File: config.mk
export PLATFORM = sky130hd
export DESIGN_NAME = ps2_host_tx_flat
export DESIGN_NICKNAME = d
export VERILOG_FILES = /design/src/rtl/ps2_host_tx_if.sv /design/src/rtl/ps2_host_tx.sv /design/src/flat_wrapper.sv
export SDC_FILE = /design/constraint.sdc
export NUM_CORES = 1
export LEC_CHECK = 0
export ABC_AREA = 1
export BUFFER_PORTS_ARGS = -buffer_cell sky130_fd_sc_hd__buf_2
export CAP_MARGIN = 20
export CORE_ASPECT_RATIO = 1.1
export CORE_MARGIN = 5
export CORE_UTILIZATION = 28
export CTS_CLUSTER_DIAMETER = 200
export DETAILED_ROUTE_END_ITERATION = 8
export PLACE_DENSITY = 0.45
export SYNTH_ARGS = -nofsm -noshare
export SYNTH_HDL_FRONTEND = slang
export SYNTH_SLANG_ARGS = --single-unit
export TNS_END_PERCENT = 100
File: constraint.sdc
create_clock -name clk -period 2.02 [get_ports clk]
set_input_delay 0.101 -clock clk [delete_from_list [all_inputs] [get_ports clk]]
set_output_delay 0.101 -clock clk [all_outputs]
set_load 0.01 [all_outputs]
File: src/rtl/ps2_host_tx_if.sv
// Command handshake between the game-control logic and the PS/2 host transmitter.
// The master issues bytes, the slave (transmitter) reports ready/busy and completion.
interface ps2_host_tx_if;
  logic [7:0] tx_data;
  logic       tx_valid;
  logic       tx_ready;
  logic       busy;
  logic       done;
  logic       err;

  modport master (
    output tx_data,
    output tx_valid,
    input  tx_ready,
    input  busy,
    input  done,
    input  err
  );

  modport slave (
    input  tx_data,
    input  tx_valid,
    output tx_ready,
    output busy,
    output done,
    output err
  );
endinterface

File: src/rtl/ps2_host_tx.sv
// Host-to-device PS/2 transmitter: request-to-send, 11-bit frame clocked by the device,
// ACK check and line-idle wait, with open-drain pull-low enables on both pins.
module ps2_host_tx #(
  parameter int unsigned INHIBIT_CYCLES = 12000,
  parameter int unsigned SETUP_CYCLES   = 100,
  parameter int unsigned TIMEOUT_CYCLES = 2000000,
  parameter int unsigned CNT_W          = 21
) (
  input  logic         clk,
  input  logic         clrn,
  ps2_host_tx_if.slave host,
  input  logic         ps2_clk_in,
  input  logic         ps2_data_in,
  output logic         ps2_clk_oe,
  output logic         ps2_data_oe
);

  typedef enum logic [2:0] {
    StIdle,
    StInhibit,
    StStart,
    StSend,
    StAck,
    StWaitIdle,
    StDone,
    StError
  } state_e;

  localparam logic [CNT_W-1:0] InhibitLast = CNT_W'(INHIBIT_CYCLES - 1);
  localparam logic [CNT_W-1:0] SetupLast   = CNT_W'(SETUP_CYCLES - 1);
  localparam logic [CNT_W-1:0] TimeoutLast = CNT_W'(TIMEOUT_CYCLES - 1);

  state_e           state_q, state_d;
  logic [2:0]       clk_sync_q, data_sync_q;
  logic [CNT_W-1:0] cnt_q, cnt_d;
  logic [3:0]       idx_q, idx_d;
  logic [10:0]      frame_q, frame_d;

  logic fall;
  logic timeout;
  logic tx_ready_c, busy_c, done_c, err_c;
  logic clk_oe_c, data_oe_c;

  // sync[0] is the newest sample; sync[2] the oldest.
  assign fall    = clk_sync_q[2] & ~clk_sync_q[1];
  assign timeout = (cnt_q == TimeoutLast);

  always_ff @(posedge clk or negedge clrn) begin
    if (!clrn) begin
      clk_sync_q  <= 3'b111;
      data_sync_q <= 3'b111;
    end else begin
      clk_sync_q  <= {clk_sync_q[1:0], ps2_clk_in};
      data_sync_q <= {data_sync_q[1:0], ps2_data_in};
    end
  end

  always_ff @(posedge clk or negedge clrn) begin
    if (!clrn) begin
      state_q <= StIdle;
      cnt_q   <= '0;
      idx_q   <= '0;
      frame_q <= '0;
    end else begin
      state_q <= state_d;
      cnt_q   <= cnt_d;
      idx_q   <= idx_d;
      frame_q <= frame_d;
    end
  end

  always_comb begin
    state_d = state_q;
    cnt_d   = cnt_q;
    idx_d   = idx_q;
    frame_d = frame_q;
    unique case (state_q)
      StIdle: begin
        if (host.tx_valid) begin
          // Frame LSB first: start 0, data, odd parity, stop 1.
          frame_d = {1'b1, ~^host.tx_data, host.tx_data, 1'b0};
          cnt_d   = '0;
          state_d = StInhibit;
        end
      end
      StInhibit: begin
        if (cnt_q == InhibitLast) begin
          cnt_d   = '0;
          state_d = StStart;
        end else begin
          cnt_d = cnt_q + 1'b1;
        end
      end
      StStart: begin
        if (cnt_q == SetupLast) begin
          cnt_d   = '0;
          idx_d   = '0;
          state_d = StSend;
        end else begin
          cnt_d = cnt_q + 1'b1;
        end
      end
      StSend: begin
        cnt_d = cnt_q + 1'b1;
        if (timeout) begin
          state_d = StError;
        end else if (fall) begin
          idx_d = idx_q + 1'b1;
          if (idx_q == 4'd9) begin
            state_d = StAck;
          end
        end
      end
      StAck: begin
        cnt_d = cnt_q + 1'b1;
        if (timeout) begin
          state_d = StError;
        end else if (fall) begin
          state_d = data_sync_q[1] ? StError : StWaitIdle;
        end
      end
      StWaitIdle: begin
        cnt_d = cnt_q + 1'b1;
        if (timeout) begin
          state_d = StError;
        end else if (clk_sync_q[1] && data_sync_q[1]) begin
          state_d = StDone;
        end
      end
      StDone:  state_d = StIdle;
      StError: state_d = StIdle;
      default: state_d = StIdle;
    endcase
  end

  // Outputs decode the registered state only, so reset releases the lines immediately.
  always_comb begin
    tx_ready_c = 1'b0;
    busy_c     = 1'b1;
    done_c     = 1'b0;
    err_c      = 1'b0;
    clk_oe_c   = 1'b0;
    data_oe_c  = 1'b0;
    unique case (state_q)
      StIdle: begin
        tx_ready_c = 1'b1;
        busy_c     = 1'b0;
      end
      StInhibit: clk_oe_c = 1'b1;
      StStart: begin
        clk_oe_c  = 1'b1;
        data_oe_c = 1'b1;
      end
      StSend:     data_oe_c = ~frame_q[idx_q];
      StAck:      data_oe_c = 1'b0;
      StWaitIdle: data_oe_c = 1'b0;
      StDone:     done_c    = 1'b1;
      StError:    err_c     = 1'b1;
      default: begin
        tx_ready_c = 1'b0;
      end
    endcase
  end

  assign host.tx_ready = tx_ready_c;
  assign host.busy     = busy_c;
  assign host.done     = done_c;
  assign host.err      = err_c;
  assign ps2_clk_oe    = clk_oe_c;
  assign ps2_data_oe   = data_oe_c;

endmodule

File: src/flat_wrapper.sv
// flat-port wrapper written by rule: the top's interface ports become plain ports
module ps2_host_tx_flat 
#(
  parameter int unsigned INHIBIT_CYCLES = 12000,
  parameter int unsigned SETUP_CYCLES   = 100,
  parameter int unsigned TIMEOUT_CYCLES = 2000000,
  parameter int unsigned CNT_W          = 21
)
  (clk, clrn, ps2_clk_in, ps2_data_in, ps2_clk_oe, ps2_data_oe, host_tx_data, host_tx_valid, host_tx_ready, host_busy, host_done, host_err);
  ps2_host_tx_if host_i ();
  input  logic clk;
  input  logic clrn;
  input  logic ps2_clk_in;
  input  logic ps2_data_in;
  output logic ps2_clk_oe;
  output logic ps2_data_oe;
  input wire logic [$bits(host_i.tx_data)-1:0] host_tx_data;
  input wire logic [$bits(host_i.tx_valid)-1:0] host_tx_valid;
  output wire logic [$bits(host_i.tx_ready)-1:0] host_tx_ready;
  output wire logic [$bits(host_i.busy)-1:0] host_busy;
  output wire logic [$bits(host_i.done)-1:0] host_done;
  output wire logic [$bits(host_i.err)-1:0] host_err;
  assign host_i.tx_data = host_tx_data;
  assign host_i.tx_valid = host_tx_valid;
  assign host_tx_ready = host_i.tx_ready;
  assign host_busy = host_i.busy;
  assign host_done = host_i.done;
  assign host_err = host_i.err;
  ps2_host_tx #(.INHIBIT_CYCLES(INHIBIT_CYCLES), .SETUP_CYCLES(SETUP_CYCLES), .TIMEOUT_CYCLES(TIMEOUT_CYCLES), .CNT_W(CNT_W)) u_core (.clk(clk), .clrn(clrn), .host(host_i), .ps2_clk_in(ps2_clk_in), .ps2_data_in(ps2_data_in), .ps2_clk_oe(ps2_clk_oe), .ps2_data_oe(ps2_data_oe));
endmodule
* Yosys cells after proc, flatten, opt, wreduce, memory -nomap -nowiden *
Cells that the tools add are included.

word-level totals
  register bits after elaboration = 43
  output and inout bits = 6
  logic and storage cells = 72

operators by class
  add/sub/neg operators = 2
  order comparisons = 1
  equal/unequal tests = 20
  mux-type cells = 28
  bitwise logic cells = 3
  reduce and logical (&&, ||, !) cells = 12

operator list
  kind                   count
  $pmux 21 s4            1
  $mux 21                3
  $mux 3                 10
  $add 21x1->21 const B  1
  $eq 21x14->1 const B   1
  $eq 21x21->1 const B   1
  $eq 21x7->1 const B    1
  $pmux 3 s7             1
  $eq 3x3->1 const B     4
  $mux 4                 3
  $ne 3x1->1 const B     4
  $pmux 4 s2             1
  $reduce_xnor 8->1      1
  $reduce_and 7->1       1
  $eq 3x2->1 const B     2
  $mux 1                 6
  $ne 2x1->1 const B     3
  $lt 4x5->1 const B     1
  $add 4x1->4 const B    1
  $bmux 1 s4             1
  $eq 4x4->1 const B     1
  $ne 2x2->1 const B     2
  $reduce_and 2->1       2
  $reduce_and 4->1       1
  11 further kinds       13

* Longest topological paths before layout *
  depth after elaboration = 5
  mapped depth = 12
  depth with buffers taken out = 12

* Least setup slack after synthesis *
Ideal clock, no wire load.

  path kind = flip-flop to flip-flop
  start = register u_core.cnt_q[0]
  end = register u_core.cnt_q[14]
  arrival time = 1.430 ns
  data required time = 1.885 ns
  slack = 0.455 ns
  stages on the path, launching flop included = 9
  buffers on the path = 0
  period minus slack after synthesis = 1.565 ns
  cell sequence = dfrtp_1 ha_1 nand2_1 nor2_2 nand2_1 clkinv_1 nand4_1 o211ai_1 o211ai_1

on the way
  word-level cells in the longest chain between the ends = 3
  elaborated cells between the ends (all ways) = 6

RTL lines
  item                                         line                                  source
  start: declaration                           ps2_host_tx.sv:35                     logic [CNT_W-1:0] cnt_q, cnt_d;
  start signal: assignment                     ps2_host_tx.sv:66                     cnt_q <= cnt_d;
  $add 21x1->21, or another cell as far along  -
  $mux 21 (on tied branches)                   ps2_host_tx.sv:95, ps2_host_tx.sv:87
  $pmux 21 s4 *                                ps2_host_tx.sv:77                     unique case (state_q)

Every way passes the cells marked *; elsewhere a longest branch is shown, timed or not.
A chain may end at the register's enable or synchronous reset.

* Worst setup path after layout *
  start = register u_core.cnt_q[1]
  end = register u_core.state_q[0]

on the way
  word-level cells in the longest chain between the ends = 3
  elaborated cells between the ends (all ways) = 14

RTL lines
  item                                                             line               source
  $eq 21x21->1, or another cell as far along                       ps2_host_tx.sv:46  assign timeout = (cnt_q == TimeoutLast);
  $ne 3x1->1 (no line), or another cell as far along               -
  $reduce_and 7->1 (no line) / $pmux 3 s7 (equally long branches)  -
  end signal: assignment                                           ps2_host_tx.sv:60  state_q <= StIdle;
  end signal: assignment                                           ps2_host_tx.sv:65  state_q <= state_d;
  end: declaration                                                 ps2_host_tx.sv:33  state_e state_q, state_d;

Parallel ways exist; a longest one is shown, timed or not.

==> flow_metrics.py <==
metrics = {
    "sta": {
        "fmax_mhz": 552,
        "finalMaxSlewViolations": 0,
        "fin_crit_sh_pct": 89.8,
        "setup_viol": 0,
        "hold_viol": 0,
        "layout_setup_ws_ps": 207,
        "fin_skew_ps": 8.10,
        "finalCriticalPeriod_ps": 1810,
        "rsz0062_at_grt": "false",
        "tightest_slew_ps": 512,
        "max_slew_margin_pct": 65.9,
        "timing.setup.tns_ps": 0,
        "hold_ws_ps": 33.8,
    },
    "floorplanning": {
        "coreArea_um2": 10800,
        "dieArea_um2": 13100,
        "die_y_um": 120,
        "row_count": 40,
        "initial_utilization_pct": 28.4,
        "die_x_um": 110,
        "pin_count": 19,
    },
    "logic_synthesis": {
        "synth-seq-cells": 43,
        "synth_top_family_by_area": "simple AND/OR/NAND/NOR gates",
        "yosys_warnings": 0,
        "netlist_top_cells_count": "nand2_1 (124), nor2_1 (54), nand3_1 (46)",
        "ys_dominant_reg_cell": "dfrtp_1",
        "synth_simple_gate_area_share_pct": 41.1,
        "yosys.area_share.adder_pct": 1.22,
        "syn_nets": 451,
        "synth.avg_cell_area_um2": 7.05,
        "ys_seq_area_share_pct": 35.3,
        "synthArstFlopShare_pct": 100,
        "synth.top_cell.area_share_pct": 31.0,
        "synth_compound_gate_area_share_pct": 9.92,
        "syn_area_um2": 3070,
        "synthXorXnorAreaFrac_pct": 4.00,
        "synth-edff-count": 0,
        "synth_area_leaders": "dfrtp_1 (31%), nand2_1 (15%), nand3_1 (7.5%)",
        "syn_inst": 435,
        "synthMuxAreaShare_pct": 0,
        "netlist-cell-type-count": 37,
        "yosysMostFrequentCell": "nand2_1",
        "synth_top_area_cell": "dfrtp_1",
    },
    "finish": {
        "diodes": 0,
        "area_delta_synth_final_pct": 14.1,
        "fin_nets": 475,
        "drive_gt1_share_pct": 17.2,
        "utilization_pct": 32.4,
        "final_area_um2": 3500,
    },
    "clocking": {
        "clk_pin_slew_ps": 70,
        "max-clock-path-buffers": 2,
        "htreeDepth": 2,
        "numCtsBuffers": 5,
        "root_buffer": "clkbuf_16",
        "cts_tree": "built",
        "numClockSinks": 43,
        "cts_setup_buffers": 0,
        "clock_latency_ps": 290,
    },
    "pwr": {
        "vdd_drop_max_uv": 449,
        "pwr_density_cell_nw_per_um2": 1170,
        "p_leak_nw": 1.49,
    },
    "critical_path": {
        "critPathLaunchType": "flop",
        "crit_path_max_fanout": 6,
        "crit_arrival_ps": 1980,
        "max_stage_delay_ps": 400,
        "path_cells": "ha_1 -> nand2_1 -> nor2_2 -> inv_1 -> nor2_1 -> nand3_1 -> nand2_1 -> nand2_1 -> nor2_1 -> o21ai_1",
        "critPathKind": "reg2reg",
        "critPathSlowestCell": "dfrtp_1",
        "cp_common_cell": "nand2_1",
        "cp.required_ps": 2190,
        "crit_path_end_kind": "flop",
    },
    "placement": {
        "place_hpwl_um": 6620,
        "post_dp_cell_area_um2": 3320,
        "gp_congestion": 0.935,
        "port-buffer-count": 18,
        "pre_cts_ws_ps": 205,
    },
    "hold_path": {
        "hold_path_class": "in2reg",
    },
    "drt": {
        "vias_per_cell": 4.79,
        "drtPass1Iterations": 5,
        "drc": 0,
        "wirelength_um": 8560,
        "vias": 2907,
        "wl_per_cell_um": 14.1,
        "antenna_left": 0,
        "drtIter0Drc": 152,
    },
    "job": {
        "drv_cap": 0,
    },
    "global_route": {
        "grt_pass1_vias": 2835,
        "grt_use_met1_pct": 17.2,
        "overflow": 0,
        "grt_max_degree": 27,
        "antenna_found_initial": 0,
        "grt_util_all_layers_pct": 13.6,
        "met2_usage_pct": 22.2,
        "grt_pass1_wl_um": 14100,
        "use_met3_pct": 2.58,
        "grt_most_used_layer": "met2",
    },
    "run_status": {
        "status": "complete, no violations",
    },
}
[per-stage QoR]
step | std cells | total power [W]
6_report | 607 | 0.00411
5_1_grt | 607 | 0.00445
4_1_cts | 607 | 0.00415
3_5_place_dp | 596 | 0.00331
3_3_place_gp | 596 | 0.00332
2_1_floorplan | 435 | 0.00278
[layer usage]
layer  wire length [um]  up-vias
met3                342       17
met4                248        0
met5                  0        -
met1               3780     1336
met2               4180       77
li1                   -     1477
[report_power, final]
part | internal (W) | total (W) | switching (W) | leakage [nW]
Clock | 0.000456 | 0.000810 | 0.000354 | 0.0658
Sequential | 0.00109 | 0.00142 | 0.000332 | 0.555
Combinational | 0.000617 | 0.00187 | 0.00125 | 0.873
Total | 0.00217 | 0.00411 | 0.00194 | 1.49
[critical path, delay by kind of cell (launching register included)]
kind	cells	cell delay [ps]
and+or+nand+nor	7	910
DFF	1	400
adders and majority gates	1	220
buffers and inverters	1	90
AOI/OAI and AO/OA	1	70
[worst paths after layout]
path / slack (ps) / startpoint / cells past startpoint / endpoint
max: 210 / u_core.cnt_q[1]$_DFFE_PN0P_ / 10 / u_core.state_q[0]$_DFFE_PN0P_
min: 30 / host_tx_data[3] / 3 / u_core.frame_q[4]$_DFFE_PN0P_
max reg2reg: 210 / u_core.cnt_q[1]$_DFFE_PN0P_ / 10 / u_core.state_q[0]$_DFFE_PN0P_
min reg2reg: 360 / u_core.clk_sync_q[0]$_DFF_PN1_ / 0 / u_core.clk_sync_q[1]$_DFF_PN1_
max in group asynchronous: 1110 / clrn / 3 / u_core.data_sync_q[0]$_DFF_PN1_
min in group asynchronous: 310 / clrn / 2 / u_core.cnt_q[15]$_DFFE_PN0P_
[repair_timing]
action	in CTS	in global routing
resized for setup	0	1
setup endpoints to repair	0	3
hold endpoints to repair	19	0
hold buffers	3	0
[final cells by class]
| class | instances | area [um^2] |
|---|---|---|
| clock inverter | 3 | 20.0 |
| clock buffer | 5 | 125 |
| tap | 147 | 184 |
| sequential | 43 | 1080 |
| multi-input combinational | 334 | 1730 |
| inverter | 47 | 176 |
| timing repair buffer | 28 | 185 |
| fill | 1195 | 7310 |
[state kept, by name, indices dropped and copies added, names as in the netlist]
name / flops
u_core.clk_sync_q: 3
u_core.frame_q: 10
u_core.data_sync_q: 2
u_core.state_q: 3
u_core.idx_q: 4
u_core.cnt_q: 21
[cell families after synthesis]
| logic type | count (synthesis) |
|---|---|
| and+or+nand+nor | 272 |
| buffers and inverters | 58 |
| AOI/OAI and AO/OA | 45 |
| DFF | 43 |
| xor gates and xnor gates | 14 |
| adders and majority gates | 3 |
[layout by cell type (no fill, tap or decap), types with 7 or more instances in the layout]
cell type and instances:
a21oi_1 7, nand2_1 124, nand4_1 18, buf_2 18, o21ai_0 7, o21ai_1 8
nor2_1 53, dfrtp_1 38, inv_1 34, inv_2 12, xor2_1 9, o211ai_1 14
nand3_1 46
No activity file was read; power rests on OpenSTA's default activity.
